==> src/rtl/seq_left_shifter.sv <==
// rtl/seq_left_shifter.sv - four-stage sequential left shift/rotate of a 16-bit operand
// One binary-weighted stage per cycle (1, 2, 4, 8); result published only on completion.
module seq_left_shifter (
   input  logic        clk,
   input  logic        reset,
   input  logic        start,
   input  logic [15:0] data_in,
   input  logic [3:0]  shamt,
   input  logic        rotate,
   output logic        busy,
   output logic        done,
   output logic [15:0] data_out
);

   typedef enum logic [2:0] {
      IDLE = 3'd0,
      L1   = 3'd1,
      L2   = 3'd2,
      L4   = 3'd3,
      L8   = 3'd4,
      DONE = 3'd5
   } state_t;

   state_t      state;
   logic [15:0] work;
   logic [3:0]  amt;
   logic        rot;

   // Each stage either passes the word or shifts by its weight; rotate refills
   // the vacated LSBs with the bits that fall off the top.
   logic [15:0] s1, s2, s4, s8;

   always_comb begin
      s1 = amt[0] ? {work[14:0], rot ? work[15]    : 1'b0}  : work;
      s2 = amt[1] ? {work[13:0], rot ? work[15:14] : 2'b00} : work;
      s4 = amt[2] ? {work[11:0], rot ? work[15:12] : 4'h0}  : work;
      s8 = amt[3] ? {work[7:0],  rot ? work[15:8]  : 8'h00} : work;
   end

   always_ff @(posedge clk) begin
      if (reset) begin
         state    <= IDLE;
         work     <= 16'h0000;
         amt      <= 4'h0;
         rot      <= 1'b0;
         busy     <= 1'b0;
         done     <= 1'b0;
         data_out <= 16'h0000;
      end else begin
         done <= 1'b0;
         case (state)
            IDLE, DONE: begin
               if (start) begin
                  work  <= data_in;
                  amt   <= shamt;
                  rot   <= rotate;
                  busy  <= 1'b1;
                  state <= L1;
               end else begin
                  state <= IDLE;
               end
            end
            L1: begin
               work  <= s1;
               state <= L2;
            end
            L2: begin
               work  <= s2;
               state <= L4;
            end
            L4: begin
               work  <= s4;
               state <= L8;
            end
            L8: begin
               work     <= s8;
               data_out <= s8;
               busy     <= 1'b0;
               done     <= 1'b1;
               state    <= DONE;
            end
            default: begin
               busy  <= 1'b0;
               state <= IDLE;
            end
         endcase
      end
   end

endmodule

==> config.mk <==
export PLATFORM = sky130hd
export DESIGN_NAME = seq_left_shifter
export DESIGN_NICKNAME = d
export VERILOG_FILES = /design/src/rtl/seq_left_shifter.sv
export SDC_FILE = /design/constraint.sdc
export NUM_CORES = 1
export LEC_CHECK = 0
export CORE_MARGIN = 3
export CORE_UTILIZATION = 35
export CTS_CLUSTER_DIAMETER = 120
export DETAILED_ROUTE_END_ITERATION = 10
export HOLD_SLACK_MARGIN = 0.03
export MAX_ROUTING_LAYER = met4
export PLACE_DENSITY_LB_ADDON = 0.15
export SLEW_MARGIN = 20
export SYNTH_ARGS = -nofsm -noshare
export SYNTH_HDL_FRONTEND = slang
export SYNTH_SLANG_ARGS = --single-unit
==> constraint.sdc <==
create_clock -name clk -period 4.9 [get_ports clk]
set_clock_uncertainty 0.15 [all_clocks]
set_input_delay 0.735 -clock clk [delete_from_list [all_inputs] [get_ports clk]]
set_output_delay 0.735 -clock clk [all_outputs]
set_load 0.005 [all_outputs]
Yosys cells after proc, flatten, opt, wreduce, memory -nomap -nowiden
Cells that the tools add are included.
{"block": "word_totals", "regBits": 42, "latch_bits": 0, "mem_bits_rw": 0, "mem_bits_ro": 0, "output_inout_bits": 18, "word_cells": 39, "mem_count": 0}
{"block": "op_classes", "add_sub_neg": 0, "mul": 0, "div_mod_pow": 0, "magnitude_cmp": 0, "eq_ne": 9, "n_shift": 0, "muxes": 15, "bitwise": 1, "reduce_logical": 7}
{"operator": "16-bit two-way mux", "n": 5}
{"operator": "16-bit case mux with 5 select lines", "n": 1}
{"operator": "3-bit case mux with 5 select lines", "n": 1}
{"operator": "8-bit two-way mux", "n": 1}
{"operator": "2-bit != test (second input constant)", "n": 4}
{"operator": "3-bit by 2-bit equality test with 1-bit output (second input constant)", "n": 2}
{"operator": "3-bit equality test (second input constant)", "n": 2}
{"operator": "5-bit AND reduction", "n": 1}
{"operator": "5-bit nonzero test", "n": 1}
{"operator": "1-bit two-way mux", "n": 4}
{"operator": "4-bit two-way mux", "n": 1}
{"operator": "2-bit AND reduction", "n": 2}
{"operator": "3-bit by 1-bit equality test with 1-bit output (second input constant)", "n": 1}
{"operator": "3-bit logical NOT", "n": 1}
{"operator": "3-bit OR reduction", "n": 1}
{"operator": "2-bit two-way mux", "n": 1}
{"operator": "1-bit case mux with 2 select lines", "n": 1}
{"operator": "2-bit OR reduction", "n": 1}
{"operator": "1-bit inverter", "n": 1}

Logic depth before layout (Yosys ltp)
Gate-level depths: netlist of the first run.
{"block": "logic_depth", "word_depth": 4, "ltp_mapped": 7}

Least setup slack after synthesis of the first run
Ideal clock, no wire load.
{"block": "synth_timing", "path_kind": "input port to flip-flop", "from": "input start", "to": "register work[14]", "setup_ns": 0.134, "arrival_ns": 1.638, "t_required_ns": 4.616, "slack_ns": 2.978, "cell_stages": 6, "cell_sequence": "and2b_2 o21ai_2 and2_1 buf_6 buf_12 a311oi_2"}
{"block": "synth_between", "elab_chain_cells": 2}
{"item": "start, declared", "line_no": "6", "source": "input logic start,"}
{"item": "2-bit != test (no line)"}
{"item": "5-bit AND reduction (no line)"}
{"item": "end signal, assigned", "line_no": "54", "source": "work <= data_in;"}
{"item": "end, declared", "line_no": "25", "source": "logic [15:0] work;"}
No other way between the ends.
A chain may end at the register's enable or synchronous reset.

Worst setup path in the final report of the first run
{"block": "layout_timing", "from": "register state[0]", "to": "register work[7]"}
{"block": "layout_between", "elab_chain_cells": 4, "elab_cells_between_ends": 14}
{"item": "start, declared", "line_no": "24", "source": "state_t state;"}
{"item": "start signal, assigned", "line_no": "42", "source": "state <= IDLE;"}
{"item": "start signal, assigned", "line_no": "58", "source": "state <= L1;"}
{"item": "start signal, assigned", "line_no": "60", "source": "state <= IDLE;"}
{"item": "3-bit equality test / 3-bit logical NOT (equally long branches)", "line_no": "51", "source": "case (state)"}
{"item": "2-bit OR reduction", "line_no": "51"}
{"item": "5-bit nonzero test (no line) / 2-bit != test (equally long branches)"}
{"item": "5-bit AND reduction (no line)"}
Parallel ways exist; a longest one is shown, timed or not.

==> metrics.md, run 1 <==
| Metric | Value |
|---|---|
| Std-Cell Rows | 31 |
| Clock root buffer | sky130_fd_sc_hd__clkbuf_8 |
| Core Footprint | 7330 µm² |
| Post-synthesis net count | 296 |
| Placer Congestion | 0.789 |
| Average cell area after synthesis | 9.78 µm² |
| Launching point of the worst reg2reg path | state[0]$_SDFF_PP0_ |
| Cell variety after synth | 47 |
| Most used flip-flop cell after synthesis | sky130_fd_sc_hd__dfxtp_1 |
| RSZ-0062 raised after global routing | no |
| Async set or reset register ratio after synthesis | 0 |
| Insertion delay of the later-clocked pin in the worst-skew pair | 0.30 ns |
| Remaining global-route overflow | 0 |
| Area added between synthesis and finish | 16.0% |
| Class of the tightest hold or removal check | flop to flop |
| Worst Max-Slew Pin Slew | 0.936 ns |
| 1st-pass router iterations | 4 |
| Pin count of the biggest net entering global routing | 37 |
| Number of synthesized flops with an enable pin | 0 |
| Final number of hold-violating endpoints | 0 |
| Critical path start-end classification | flop to flop |
| Worst vdd rail ir drop | 0.185 mV |
| Max_cap viols | 0 |
| Maximum buffer depth of the clock tree | 2 |
| Syn. warnings | 0 |
| Layout cell share with drive strength beyond 1 | 0.142 |
| Worst path required time | 4.90 ns |
| Post CTS Setup Buffer Count | 0 |
| Internal reg-to-reg setup slack | 1.90 ns |
| Placed wire-length estimate | 4.96 mm |
| Maximum frequency from static timing analysis | 0.333 GHz |
| Worst endpoint data arrival time | 3.00 ns |
| Number of buffers created by CTS | 5 |
| Height of the die | 93.2 µm |
| DR DRC count | 0 |
| Port buffer count | 41 |
| Critical path capture point type | flop |
| Number of cells upsized or downsized after cts | 0 |
| Hold-fix buffers, CTS | 0 |
| Seq cells post-synth | 42 |
| Time the final worst path needs with I/O delays and setup | 3.00 ns |
| Initial antenna violation count | 0 |
| Fin util | 0.421 |
| Die area | 8690 µm² |
| Cells on worst reg2reg path | 4 |
| Clock tree from TritonCTS | built |
| Total routing usage reported by global routing | 0.180 |
| Relative slew margins | 0.375 |
| Total Wirelength | 7.24 mm |
| Result of the run | finished, final reports clean |
| Number of clock sinks seen by CTS | 42 |
| Highest net fanout along the worst path | 20 |
| Post-detailed-route wirelength per cell | 18.3 µm |
| IO Pins | 42 |
| Drt initial violations | 176 |
| Post-synthesis sequential area ratio | 0.316 |
| Effective utilization at floorplan | 0.363 |
| Max Slew Vio Count | 0 |
| CP endpoint | work[7]$_SDFFE_PP0P_ |
| Post-route clock period utilization | 0.612 |
| Critical Path Source | state[0]$_SDFF_PP0_ |
| Per-cell via count in the routed design | 5.59 |
| Final setup violating endpoints | 0 |
| Total number of vias | 2208 |
| Summed negative setup slack over all endpoints | 0 ns |
| Lkg Pwr | 0.975 nW |
| Diodes inserted | 0 |
| Global-route wire length before repair | 11.8 mm |
| Net count reported at finish | 319 |
| Cell area power density | 350 nW/µm² |
| Cell count after synthesis | 272 |
| Reg-to-Reg End | work[7]$_SDFFE_PP0P_ |
| Remaining antenna violation count | 0 |
| Max H-tree Level | 2 |
| Kind of start point of the critical path | flop |
| Clock Pin Slew Worst Setup and Hold Paths | 0.09 ns |
| Commonest non-fill, non-tap cells in the layout | sky130_fd_sc_hd__dfxtp_1 (41), sky130_fd_sc_hd__clkdlybuf4s50_1 (41), sky130_fd_sc_hd__nor2_1 (27) |
| Number of global-route vias before repair | 2089 |
| Die W | 93.2 µm |
| Syn Std Cell Area | 2660 µm² |
## power breakdown
part / switching [mW] / internal (mW) / leakage [nW]
Clock: 0.128 / 0.150 / 0.0579
Combinational: 0.169 / 0.163 / 0.573
Sequential: 0.0883 / 0.383 / 0.344
## layout make-up
| type | instances | area [µm²] |
|---|---|---|
| multi-input cells | 197 | 1560 |
| repair buffers | 45 | 440 |
| fillers | 733 | 4240 |
| clock inverters | 3 | 40.0 |
| clock buffers | 5 | 68.8 |
| flip-flops and latches | 42 | 842 |
| well taps | 99 | 124 |
| inverters | 4 | 15.0 |
## stage by stage
step | std cells | total power [mW] | cell area, µm² | hold WS (ns) | setup slack, ns
after global routing | 395 | 1.14 | 3090 | 0.363 | 1.61
after floorplan | 272 | 0.730 | 2660 | 0.310 | 2.98
final | 395 | 1.08 | 3090 | 0.348 | 1.90
after CTS | 395 | 1.09 | 3090 | 0.353 | 1.91
after global placement | 387 | 0.809 | 2980 | 0.337 | 1.77
after detailed placement | 387 | 0.810 | 2980 | 0.340 | 1.69
## critical path: stages (launching register included)
cell                       delay [ns]
sky130_fd_sc_hd__dfxtp_1         0.94
sky130_fd_sc_hd__mux2i_1         0.22
sky130_fd_sc_hd__a22oi_2         0.61
sky130_fd_sc_hd__and2_1          0.73
sky130_fd_sc_hd__a311oi_2        0.19
## logic make-up after synthesis
family / Yosys count / share of synthesized area
muxes: 33 / 0.187
and+or+nand+nor: 63 / 0.120
xor gates and xnor gates: 2 / 0.00941
AOI/OAI and AO/OA: 99 / 0.268
DFF: 42 / 0.316
buffers and inverters: 33 / 0.0987
## synthesized netlist by cell type, drive strengths merged, types with 5 or more instances
| cell type | count | area share |
|---|---|---|
| buf | 18 | 0.063 |
| a21oi | 17 | 0.032 |
| mux2i | 19 | 0.071 |
| nor2b | 8 | 0.019 |
| clkbuf | 11 | 0.031 |
| mux4 | 13 | 0.11 |
| a311oi | 11 | 0.041 |
| nor2 | 29 | 0.047 |
| nand2 | 10 | 0.014 |
| a211oi | 20 | 0.068 |
| o211ai | 7 | 0.020 |
| dfxtp | 42 | 0.32 |
| a31oi | 5 | 0.012 |
| o21ai | 23 | 0.045 |
## state kept, by name (all words and copies together), names as in the netlist
name      cells
busy          1
state         3
work         16
amt           4
data_out     16
rot           1
done          1
## per-layer routing
layer,wire [µm],vias up,track usage
met2,3420,65,0.284
met4,74,0,0.0415
li1,-,1087,-
met5,0,-,-
met3,403,7,0.0306
met1,3330,1049,0.242
## worst min path at each step
| stage | from | end | slack (ns) | cells after the start |
|---|---|---|---|---|
| 6_report | data_out[8]$_SDFFE_PP0P_ | data_out[8]$_SDFFE_PP0P_ | 0.35 | 2 |
| 3_3_place_gp | busy$_SDFFE_PP0P_ | busy$_SDFFE_PP0P_ | 0.34 | 2 |
| 5_1_grt | data_out[13]$_SDFFE_PP0P_ | data_out[13]$_SDFFE_PP0P_ | 0.36 | 2 |
| 3_5_place_dp | busy$_SDFFE_PP0P_ | busy$_SDFFE_PP0P_ | 0.34 | 2 |
| 2_1_floorplan | amt[1]$_SDFFE_PP0P_ | amt[1]$_SDFFE_PP0P_ | 0.31 | 2 |
| 4_1_cts | data_out[8]$_SDFFE_PP0P_ | data_out[8]$_SDFFE_PP0P_ | 0.35 | 2 |
Power figures use the tool's default switching activity.
==> inputs of run 2 (changes only) <==
- clock period: 4.9 -> 2.4 ns (I/O delays scaled with it)
==> metrics.md, run 2 (same netlist as run 1, synthesis figures left out) <==
| Metric | Value |
|---|---|
| Pin count of the biggest net entering global routing | 26 (was 37) |
| Maximum buffer depth of the clock tree | 2 (unchanged) |
| Diodes inserted | 0 (unchanged) |
| Max_cap viols | 0 (unchanged) |
| Global-route wire length before repair | 11.8 mm (about the same) |
| Critical path capture point type | flop (unchanged) |
| Highest net fanout along the worst path | 12 (was 20) |
| Result of the run | finished, final reports clean (unchanged) |
| Commonest non-fill, non-tap cells in the layout | sky130_fd_sc_hd__dfxtp_1 (42), sky130_fd_sc_hd__clkdlybuf4s50_1 (41), sky130_fd_sc_hd__nor2_1 (27) (was sky130_fd_sc_hd__dfxtp_1 (41), sky130_fd_sc_hd__clkdlybuf4s50_1 (41), sky130_fd_sc_hd__nor2_1 (27)) |
| Class of the tightest hold or removal check | flop to flop (unchanged) |
| Worst vdd rail ir drop | 0.323 mV (was 0.185 mV) |
| Number of buffers created by CTS | 5 (unchanged) |
| RSZ-0062 raised after global routing | no (unchanged) |
| Std-Cell Rows | 31 (unchanged) |
| Per-cell via count in the routed design | 5.56 (was 5.59) |
| Remaining global-route overflow | 0 (unchanged) |
| Core Footprint | 7330 µm² (unchanged) |
| Total Wirelength | 7.15 mm (was 7.24 mm) |
| Summed negative setup slack over all endpoints | 0 ns (unchanged) |
| Final setup violating endpoints | 0 (unchanged) |
| Die area | 8690 µm² (unchanged) |
| Clock Pin Slew Worst Setup and Hold Paths | 0.09 ns (about the same) |
| Max Slew Vio Count | 0 (unchanged) |
| Insertion delay of the later-clocked pin in the worst-skew pair | 0.30 ns (about the same) |
| Remaining antenna violation count | 0 (unchanged) |
| Port buffer count | 41 (unchanged) |
| Total area of sequential cells | 841 µm² (was 842 µm²) |
| IO Pins | 42 (unchanged) |
| Slowest stage delay, CP | 0.70 ns (was 0.94 ns) |
| Worst Max-Slew Pin Slew | 0.582 ns (was 0.936 ns) |
| Effective utilization at floorplan | 0.363 (unchanged) |
| Placer Congestion | 0.830 (was 0.789) |
| Drt initial violations | 140 (was 176) |
| Relative slew margins | 0.612 (was 0.375) |
| Die W | 93.2 µm (unchanged) |
| Critical path start-end classification | flop to flop (unchanged) |
| Leading registers by flop count | data_out x16, work x16, amt x4 (unchanged) |
| Most frequent cell on the critical path | sky130_fd_sc_hd__buf_4 |
| Final number of hold-violating endpoints | 0 (unchanged) |
| Post CTS Setup Buffer Count | 0 (unchanged) |
| Number of global-route vias before repair | 2118 (was 2089) |
| DR DRC count | 0 (unchanged) |
| Fill cell total of the finished layout | 714 (was 733) |
| Maximum frequency from static timing analysis | 0.495 GHz (was 0.333 GHz) |
| Worst path required time | 2.46 ns (was 4.90 ns) |
| Total number of vias | 2263 (was 2208) |
| Number of clock sinks seen by CTS | 42 (unchanged) |
| Lkg Pwr | 1.03 nW (was 0.975 nW) |
| Height of the die | 93.2 µm (unchanged) |
| Post-detailed-route wirelength per cell | 17.6 µm (was 18.3 µm) |
| Final Power | 2.16 mW (was 1.08 mW) |
| Max H-tree Level | 2 (unchanged) |
| Total routing usage reported by global routing | 0.178 (was 0.180) |
| Bufs and invs on worst path | 2 (was 0) |
| Area added between synthesis and finish | 19.2% (was 16.0%) |
| Number of cells upsized or downsized after cts | 0 (unchanged) |
| Sequence of cells on the critical path | buf_4 -> nor2_4 -> buf_4 -> a211o_1 -> a311oi_1 (was mux2i_1 -> a22oi_2 -> and2_1 -> a311oi_2) |
| Clock root buffer | sky130_fd_sc_hd__clkbuf_8 (unchanged) |
| 1st-pass router iterations | 4 (unchanged) |
| Cell area power density | 680 nW/µm² (was 350 nW/µm²) |
| Worst endpoint data arrival time | 2.08 ns (was 3.00 ns) |
| Combined area of the multi-input logic cells | 1560 µm² (unchanged) |
| Post-route clock period utilization | 0.841 (was 0.612) |
| Net count reported at finish | 331 (was 319) |
| Time the final worst path needs with I/O delays and setup | 2.02 ns (was 3.00 ns) |
| Kind of start point of the critical path | flop (unchanged) |
| Clock tree from TritonCTS | built (unchanged) |
| Initial antenna violation count | 0 (unchanged) |
| Cell type group with the largest total delay on the critical path | flip-flops (unchanged) |
| Most common cell after layout, fill and taps aside | sky130_fd_sc_hd__dfxtp_1 |
| Layout cell share with drive strength beyond 1 | 0.169 (was 0.142) |
| Placed wire-length estimate | 5.05 mm (was 4.96 mm) |
| Hold-fix buffers, CTS | 0 (unchanged) |
| Cell with the largest stage delay on the worst path | sky130_fd_sc_hd__dfxtp_1 (unchanged) |
==> run 2: final timing paths <==
kind                            startpoint                       end  slack (ns)  cells past startpoint
setup / recovery       state[1]$_SDFF_PP0_      work[2]$_SDFFE_PP0P_        0.38                      5
setup reg to reg       state[1]$_SDFF_PP0_      work[2]$_SDFFE_PP0P_        0.38                      5
hold reg to reg   data_out[5]$_SDFFE_PP0P_  data_out[5]$_SDFFE_PP0P_        0.35                      2
hold / removal    data_out[5]$_SDFFE_PP0P_  data_out[5]$_SDFFE_PP0P_        0.35                      2
==> run 2: per-stage QoR <==
stage	worst slack, ns	util	hold WS (ns)	area [µm²]	std cells
2_1_floorplan	0.770	-	0.310	2660	272
3_3_place_gp	0.369	0.420	0.326	3080	399
3_5_place_dp	0.333	0.420	0.337	3080	399
4_1_cts	0.371	0.433	0.354	3170	407
5_1_grt	0.266	0.433	0.364	3170	407
6_report	0.382	0.433	0.348	3170	407
==> run 2: routing by layer <==
metal	track usage	part of all wire
met5	-	0
met4	0.0513	0.0080
met3	0.0282	0.070
met2	0.269	0.47
met1	0.247	0.45
==> run 2: layout make-up <==
cell class | instances | share of cell area
clock buffers | 7 | 0.0272
clock inverters | 1 | 0.00158
inverters | 4 | 0.00473
multi-input cells | 197 | 0.491
flip-flops and latches | 42 | 0.265
well taps | 99 | 0.0391
repair buffers | 57 | 0.171
==> run 2: report_power, final <==
group          switching, mW  leakage, nW  internal, mW
registers              0.148        0.344         0.782
logic                  0.376        0.635         0.369
clock network          0.251       0.0482         0.233
total                  0.775         1.03          1.38
==> run 2: worst reg2reg max path, cell delays in order (launching register included) <==
cell and delay (ns):
sky130_fd_sc_hd__dfxtp_1 0.70, sky130_fd_sc_hd__buf_4 0.32, sky130_fd_sc_hd__nor2_4 0.09, sky130_fd_sc_hd__buf_4 0.17, sky130_fd_sc_hd__a211o_1 0.26, sky130_fd_sc_hd__a311oi_1 0.24
